===== src/rtl/ldtu_gs_pkg.sv =====
// Shared definitions for the LDTU gain-selection stage: mode encodings,
// gain flag encoding, window state names and default geometry.
package ldtu_gs_pkg;

    // GAIN_SEL_MODE encodings; both 0x codes select automatic switching.
    typedef enum logic [1:0] {
        AUTO0     = 2'b00,
        AUTO1     = 2'b01,
        FORCE_G10 = 2'b10,
        FORCE_G01 = 2'b11
    } gs_mode_e;

    // Meaning of the gain_sel output bit.
    typedef enum logic {
        GAIN_10 = 1'b0,
        GAIN_01 = 1'b1
    } gain_e;

    // Window state, G10 when the counter is idle, G01 while a window runs.
    typedef enum logic {
        ST_G10 = 1'b0,
        ST_G01 = 1'b1
    } gs_state_e;

    localparam int NBITS_DEFAULT = 12;
    localparam int PRE_DEFAULT   = 5;

    // Counter must hold PRE+16 (PRE+TIME_window+1 with TIME_window=15).
    function automatic int cnt_w_for(input int pre);
        return $clog2(pre + 17);
    endfunction

endpackage


===== src/rtl/ldtu_gain_select_if.sv =====
// Sample/config bundle between baseline subtraction, gain selection and
// the encoder. master drives samples and config, slave is the selector.
interface ldtu_gain_select_if #(
    parameter int Nbits_12 = 12
);
    logic [Nbits_12-1:0] DATA_gain_01;
    logic [Nbits_12-1:0] DATA_gain_10;
    logic [Nbits_12-1:0] SATURATION_value;
    logic [3:0]          TIME_window;
    logic [1:0]          GAIN_SEL_MODE;
    logic [Nbits_12-1:0] DATA_gain_sel;
    logic                gain_sel;
    logic                sat_flag;

    modport master (
        output DATA_gain_01, DATA_gain_10, SATURATION_value, TIME_window, GAIN_SEL_MODE,
        input  DATA_gain_sel, gain_sel, sat_flag
    );

    modport slave (
        input  DATA_gain_01, DATA_gain_10, SATURATION_value, TIME_window, GAIN_SEL_MODE,
        output DATA_gain_sel, gain_sel, sat_flag
    );
endinterface


===== src/rtl/ldtu_delay_line.sv =====
// Fixed-depth shift register with synchronous clear; holds the samples
// that may still be pulled into a gain_1 window retroactively.
module ldtu_delay_line #(
    parameter int WIDTH = 12,
    parameter int DEPTH = 5
) (
    input  logic             DCLK_1,
    input  logic             clr,
    input  logic [WIDTH-1:0] din,
    output logic [WIDTH-1:0] dout
);

    logic [WIDTH-1:0] taps [DEPTH];

    // Shift one sample per clock; clear empties the whole line.
    always_ff @(posedge DCLK_1) begin
        if (clr) begin
            for (int i = 0; i < DEPTH; i++) taps[i] <= '0;
        end else begin
            taps[0] <= din;
            for (int i = 1; i < DEPTH; i++) taps[i] <= taps[i-1];
        end
    end

    assign dout = taps[DEPTH-1];

endmodule


===== src/rtl/ldtu_gain_select.sv =====
// Gain selection: gain_10 by default, gain_1 for a window spanning PRE
// samples before a gain_10 saturation through TIME_window samples after.
// The PRE-deep delay lines let the window reach back before the trigger.
module ldtu_gain_select
    import ldtu_gs_pkg::*;
#(
    parameter int Nbits_12 = NBITS_DEFAULT,
    parameter int PRE      = PRE_DEFAULT,
    parameter int CNT_W    = cnt_w_for(PRE)
) (
    input logic                DCLK_1,
    input logic                rst,
    ldtu_gain_select_if.slave  bus
);

    gs_mode_e            mode;
    gs_state_e           state;
    logic                auto_mode;
    logic                sat_det;
    logic                sel_g01;
    logic [CNT_W-1:0]    cnt;
    logic [CNT_W-1:0]    cnt_nxt;
    logic [CNT_W-1:0]    cnt_load;
    logic [Nbits_12-1:0] tail_g01;
    logic [Nbits_12-1:0] tail_g10;
    logic [Nbits_12-1:0] data_sel_p1;
    gain_e               gain_sel_p1;
    logic                sat_flag_p1;

    ldtu_delay_line #(.WIDTH(Nbits_12), .DEPTH(PRE)) u_dl_g01 (
        .DCLK_1 (DCLK_1),
        .clr    (rst),
        .din    (bus.DATA_gain_01),
        .dout   (tail_g01)
    );

    ldtu_delay_line #(.WIDTH(Nbits_12), .DEPTH(PRE)) u_dl_g10 (
        .DCLK_1 (DCLK_1),
        .clr    (rst),
        .din    (bus.DATA_gain_10),
        .dout   (tail_g10)
    );

    assign mode      = gs_mode_e'(bus.GAIN_SEL_MODE);
    assign auto_mode = (mode == AUTO0) || (mode == AUTO1);
    // Saturation is judged on the undelayed sample; equality saturates.
    assign sat_det   = auto_mode && (bus.DATA_gain_10 >= bus.SATURATION_value);
    assign cnt_load  = CNT_W'(PRE + 1) + CNT_W'(bus.TIME_window);
    assign state     = (cnt == '0) ? ST_G10 : ST_G01;

    // Window counter next state: a new saturation always reloads, forced
    // modes drop any running window.
    always_comb begin
        cnt_nxt = cnt;
        if (!auto_mode)
            cnt_nxt = '0;
        else if (sat_det)
            cnt_nxt = cnt_load;
        else if (state == ST_G01)
            cnt_nxt = cnt - CNT_W'(1);
    end

    // Selecting on the next counter value lets the triggering cycle itself
    // already pick gain_1 for the sample PRE positions earlier.
    assign sel_g01 = (auto_mode && (cnt_nxt != '0)) || (mode == FORCE_G01);

    // Counter and registered outputs; sat_flag marks a 0->1 gain change in auto.
    always_ff @(posedge DCLK_1) begin
        if (rst) begin
            cnt         <= '0;
            data_sel_p1 <= '0;
            gain_sel_p1 <= GAIN_10;
            sat_flag_p1 <= 1'b0;
        end else begin
            cnt         <= cnt_nxt;
            data_sel_p1 <= sel_g01 ? tail_g01 : tail_g10;
            gain_sel_p1 <= sel_g01 ? GAIN_01 : GAIN_10;
            sat_flag_p1 <= auto_mode && sel_g01 && (gain_sel_p1 == GAIN_10);
        end
    end

    assign bus.DATA_gain_sel = data_sel_p1;
    assign bus.gain_sel      = gain_sel_p1;
    assign bus.sat_flag      = sat_flag_p1;

endmodule


===== src/flat_wrapper.sv =====
// flat-port wrapper written by rule: the top's interface ports become plain ports
module ldtu_gain_select_flat import ldtu_gs_pkg::*;
#(
    parameter int Nbits_12 = NBITS_DEFAULT,
    parameter int PRE      = PRE_DEFAULT,
    parameter int CNT_W    = cnt_w_for(PRE)
)
  (DCLK_1, rst, bus_DATA_gain_01, bus_DATA_gain_10, bus_SATURATION_value, bus_TIME_window, bus_GAIN_SEL_MODE, bus_DATA_gain_sel, bus_gain_sel, bus_sat_flag);
  ldtu_gain_select_if #(.Nbits_12(Nbits_12)) bus_i ();
  input logic DCLK_1;
  input logic rst;
  input wire logic [$bits(bus_i.DATA_gain_01)-1:0] bus_DATA_gain_01;
  input wire logic [$bits(bus_i.DATA_gain_10)-1:0] bus_DATA_gain_10;
  input wire logic [$bits(bus_i.SATURATION_value)-1:0] bus_SATURATION_value;
  input wire logic [$bits(bus_i.TIME_window)-1:0] bus_TIME_window;
  input wire logic [$bits(bus_i.GAIN_SEL_MODE)-1:0] bus_GAIN_SEL_MODE;
  output wire logic [$bits(bus_i.DATA_gain_sel)-1:0] bus_DATA_gain_sel;
  output wire logic [$bits(bus_i.gain_sel)-1:0] bus_gain_sel;
  output wire logic [$bits(bus_i.sat_flag)-1:0] bus_sat_flag;
  assign bus_i.DATA_gain_01 = bus_DATA_gain_01;
  assign bus_i.DATA_gain_10 = bus_DATA_gain_10;
  assign bus_i.SATURATION_value = bus_SATURATION_value;
  assign bus_i.TIME_window = bus_TIME_window;
  assign bus_i.GAIN_SEL_MODE = bus_GAIN_SEL_MODE;
  assign bus_DATA_gain_sel = bus_i.DATA_gain_sel;
  assign bus_gain_sel = bus_i.gain_sel;
  assign bus_sat_flag = bus_i.sat_flag;
  ldtu_gain_select #(.Nbits_12(Nbits_12), .PRE(PRE), .CNT_W(CNT_W)) u_core (.DCLK_1(DCLK_1), .rst(rst), .bus(bus_i));
endmodule

===== config.mk =====
export PLATFORM = sky130hd
export DESIGN_NAME = ldtu_gain_select_flat
export DESIGN_NICKNAME = d
export VERILOG_FILES = /design/src/rtl/ldtu_gs_pkg.sv /design/src/rtl/ldtu_gain_select_if.sv /design/src/rtl/ldtu_delay_line.sv /design/src/rtl/ldtu_gain_select.sv /design/src/flat_wrapper.sv
export SDC_FILE = /design/constraint.sdc
export NUM_CORES = 1
export LEC_CHECK = 0
export BUFFER_PORTS_ARGS = -buffer_cell sky130_fd_sc_hd__buf_2
export CORE_ASPECT_RATIO = 0.7
export CORE_MARGIN = 2
export CORE_UTILIZATION = 45
export CTS_CLUSTER_DIAMETER = 40
export DETAILED_ROUTE_END_ITERATION = 16
export PLACE_DENSITY = 0.73
export SKIP_CTS_REPAIR_TIMING = 1
export SYNTH_ARGS = -nofsm -noshare
export SYNTH_HDL_FRONTEND = slang
export SYNTH_SLANG_ARGS = --single-unit

===== constraint.sdc =====
create_clock -name DCLK_1 -period 2.95 [get_ports DCLK_1]
set_input_delay 0.59 -clock DCLK_1 [delete_from_list [all_inputs] [get_ports DCLK_1]]
set_output_delay 0.59 -clock DCLK_1 [all_outputs]
set_load 0.01 [all_outputs]

==> results.yml <==
grt:
  grtUsageTotal: 0.129
  number_of_global_route_vias_before_repair: 2453
  grt_overflow: 0
  antenna_violations_before_repair: 0
  grt_pass1_wl_mm: 10.5
  grt_max_degree: 83
detailed_routing:
  wl_per_cell_um: 10.1
  dr.pass1.iters: 4
  first_iter_violations: 161
  antenna_left: 0
  drc_errors: 0
  totalWireLength_mm: 6.09
  vias_per_cell: 4.27
  via_count: 2568
logic_synthesis:
  number_of_synthesis_warnings: 0
  sequential_element_share_of_the_synthesized_area: 0.621
  synth.largest_area_cell: "sky130_fd_sc_hd__dfxtp_1"
  synthesis.instances: 400
  netlist.area_leader.share: 0.621
  synth.cells.most_frequent: "sky130_fd_sc_hd__dfxtp_1 (139), sky130_fd_sc_hd__nor2b_1 (121), sky130_fd_sc_hd__nand2b_1 (24)"
  synthFlopType: "sky130_fd_sc_hd__dfxtp_1"
  synth_top_cells_by_area: "sky130_fd_sc_hd__dfxtp_1 (62%), sky130_fd_sc_hd__nor2b_1 (17%), sky130_fd_sc_hd__ha_1 (3.9%)"
  synth-edff-count: 0
  synth_seq_cells: 139
  synth.cell_area_um2: 4480
  syn-mean-instance-area_um2: 11.2
  synthArstFlopShare: 0
  yosys.cell_types.count: 31
  synthMostInstantiatedCell: "sky130_fd_sc_hd__dfxtp_1"
  synthesis.nets: 458
clock_network:
  clock_buffer_count_from_cts: 17
  cts-htree-levels: 4
  root_buffer: "sky130_fd_sc_hd__clkbuf_16"
  clock_sinks: 139
  insertion_delay_ns: 0.40
  tritoncts: "built"
  path_clk_slew_ns: 0.06
  cts_buffer_depth: 2
floorplan:
  initial_utilization: 0.463
  fp.dieArea_um2: 10800
  floorplan.io_pins: 58
  die_width_um: 123
  core_area_um2: 9680
  num_rows: 30
  dieHeight_um: 87.5
sta:
  finalMaxSlewViolations: 0
  skew_ns: 0.00641
  timing_worst_slew_pin_value_ns: 0.674
  finalWorstPathRequiredPeriod_ns: 2.36
  rsz0062_at_grt: "no"
  timing_hold_violations_final: 0
  max_freq_mhz: 423
  worst_setup_slack_after_layout_ns: 0.587
  setup-violations-final: 0
  post_route_setup_tns_ns: 0
  finalCritPeriodShare: 0.801
  maxSlewHeadroom: 0.550
finish:
  fillers: 815
  seqCellArea_um2: 2780
  nets: 519
  post_route_cells_drive_above_1_share: 0.198
  flow.area_growth_from_synthesis_pct: 22.7
  insertedDiodeCount: 0
  multi_input_comb_area_um2: 1550
worst_setup_path:
  critical-path-max-stage-delay_ns: 0.52
  worstPathArrival_ns: 2.68
  endpoint_kind: "flop"
  critical_path_required_ns: 3.27
  r2r.worst_path.cells: 9
  cpMaxStageDelayCell: "sky130_fd_sc_hd__or4b_4"
  cp_max_fo: 13
  worstReg2RegEnd: "u_core.bus.DATA_gain_sel[6]"
  cp_cell_sequence: "inv_1 -> ha_1 -> or4b_4 -> nand2_1 -> o21ai_1 -> and4_4 -> a221oi_4 -> buf_12 -> mux2i_1"
  timing.critical_path.from_type: "flop"
  crit_start: "u_core.cnt[0]"
  criticalPathCategory: "flop to flop"
  rrSetupSlack_ns: 0.59
  crit-reg2reg-launch: "u_core.cnt[0]"
power_and_ir_drop:
  power_mw: 4.31
  power.leakage_nw: 2.39
  max-vdd-ir-drop_uv: 380
  power_per_cell_area_nw_per_um2: 784
flow_run:
  timing.max_cap.violations: 0
place:
  number_of_buffers_added_on_ports: 57
  dp_hpwl_mm: 4.24
  gpl.final_weighted_congestion: 0.730
  dp_slack_ns: 0.171
min_path:
  holdCritPathClass: "primary input to flop"
  hold_depth: 2
  hp-start: "bus_DATA_gain_01[8]"
  min_to: "u_core.u_dl_g01.taps[0][8]"
outcome:
  result_of_the_run: "finished, final reports clean"
## final cells by class
| cell class | count | area share |
|---|---|---|
| Clock buffer | 20 | 0.0793 |
| Clock inverter | 12 | 0.0291 |
| Inverter | 18 | 0.0123 |
| Multi-Input combinational cell | 224 | 0.282 |
| Sequential cell | 139 | 0.506 |
| Tap cell | 128 | 0.0291 |
| Timing Repair Buffer | 61 | 0.0623 |
## layout by cell type (no fill, tap or decap), types with 6 or more instances in the layout
master                      instances
sky130_fd_sc_hd__dfxtp_1          139
sky130_fd_sc_hd__nor2b_1          121
sky130_fd_sc_hd__buf_2             56
sky130_fd_sc_hd__nand2b_1          24
sky130_fd_sc_hd__inv_1             18
sky130_fd_sc_hd__clkbuf_16         17
sky130_fd_sc_hd__mux2i_1           14
sky130_fd_sc_hd__ha_1              14
sky130_fd_sc_hd__a21oi_1            8
sky130_fd_sc_hd__nand2_1            6
sky130_fd_sc_hd__inv_6              6
## layer usage
metal	track usage	wire length [µm]
met2	0.190	2490
met4	0.0930	155
met5	0	0
met3	0.0497	464
met1	0.156	2980
## critical path: cells and delay by family, from the launching register on
family                     cells  cell delay (ns)
AOI/OAI and AO/OA              2             0.36
adders and majority gates      1             0.26
buffers and inverters          2             0.29
DFF                            1             0.34
muxes                          1             0.21
and+or+nand+nor                3             0.81
## state kept, by name (all words and copies together), names as in the netlist
name,flops
u_core.bus.DATA_gain_sel,12
u_core.bus.gain_sel,1
u_core.bus.sat_flag,1
u_core.cnt,5
u_core.u_dl_g01.taps,60
u_core.u_dl_g10.taps,60
## kinds of logic after synthesis
family                     after synthesis  share of synthesized area
AOI/OAI and AO/OA                       21                     0.0329
xor gates and xnor gates                 3                    0.00586
and+or+nand+nor                        172                      0.237
DFF                                    139                      0.621
buffers and inverters                   37                     0.0329
adders and majority gates               14                     0.0391
muxes                                   14                     0.0312
## metrics by stage
| stage | hold WS, ns | instances | util | area (µm²) |
|---|---|---|---|---|
| after floorplan | 0.414 | 400 | - | 4480 |
| after global placement | 0.422 | 570 | 0.507 | 4910 |
| after detailed placement | 0.420 | 570 | 0.507 | 4910 |
| after CTS | 0.375 | 602 | 0.568 | 5500 |
| after global routing | 0.384 | 602 | 0.568 | 5500 |
| final | 0.392 | 602 | 0.568 | 5500 |
## worst max-delay path by stage
stage,to,slack (ns),cells after the start
4_1_cts,u_core.bus.DATA_gain_sel[5],0.57,9
2_1_floorplan,u_core.bus.DATA_gain_sel[10],0.57,10
6_report,u_core.bus.DATA_gain_sel[6],0.59,9
3_3_place_gp,u_core.bus.DATA_gain_sel[6],0.29,11
3_5_place_dp,u_core.bus.DATA_gain_sel[10],0.17,11
5_1_grt,u_core.bus.DATA_gain_sel[3],0.38,11
## power by group
| part | total, mW | switching, mW | internal (mW) |
|---|---|---|---|
| Combinational | 0.264 | 0.128 | 0.135 |
| Sequential | 1.95 | 0.0165 | 1.93 |
| Clock | 2.10 | 0.756 | 1.34 |
| Total | 4.31 | 0.901 | 3.41 |
Power figures use the tool's default switching activity.
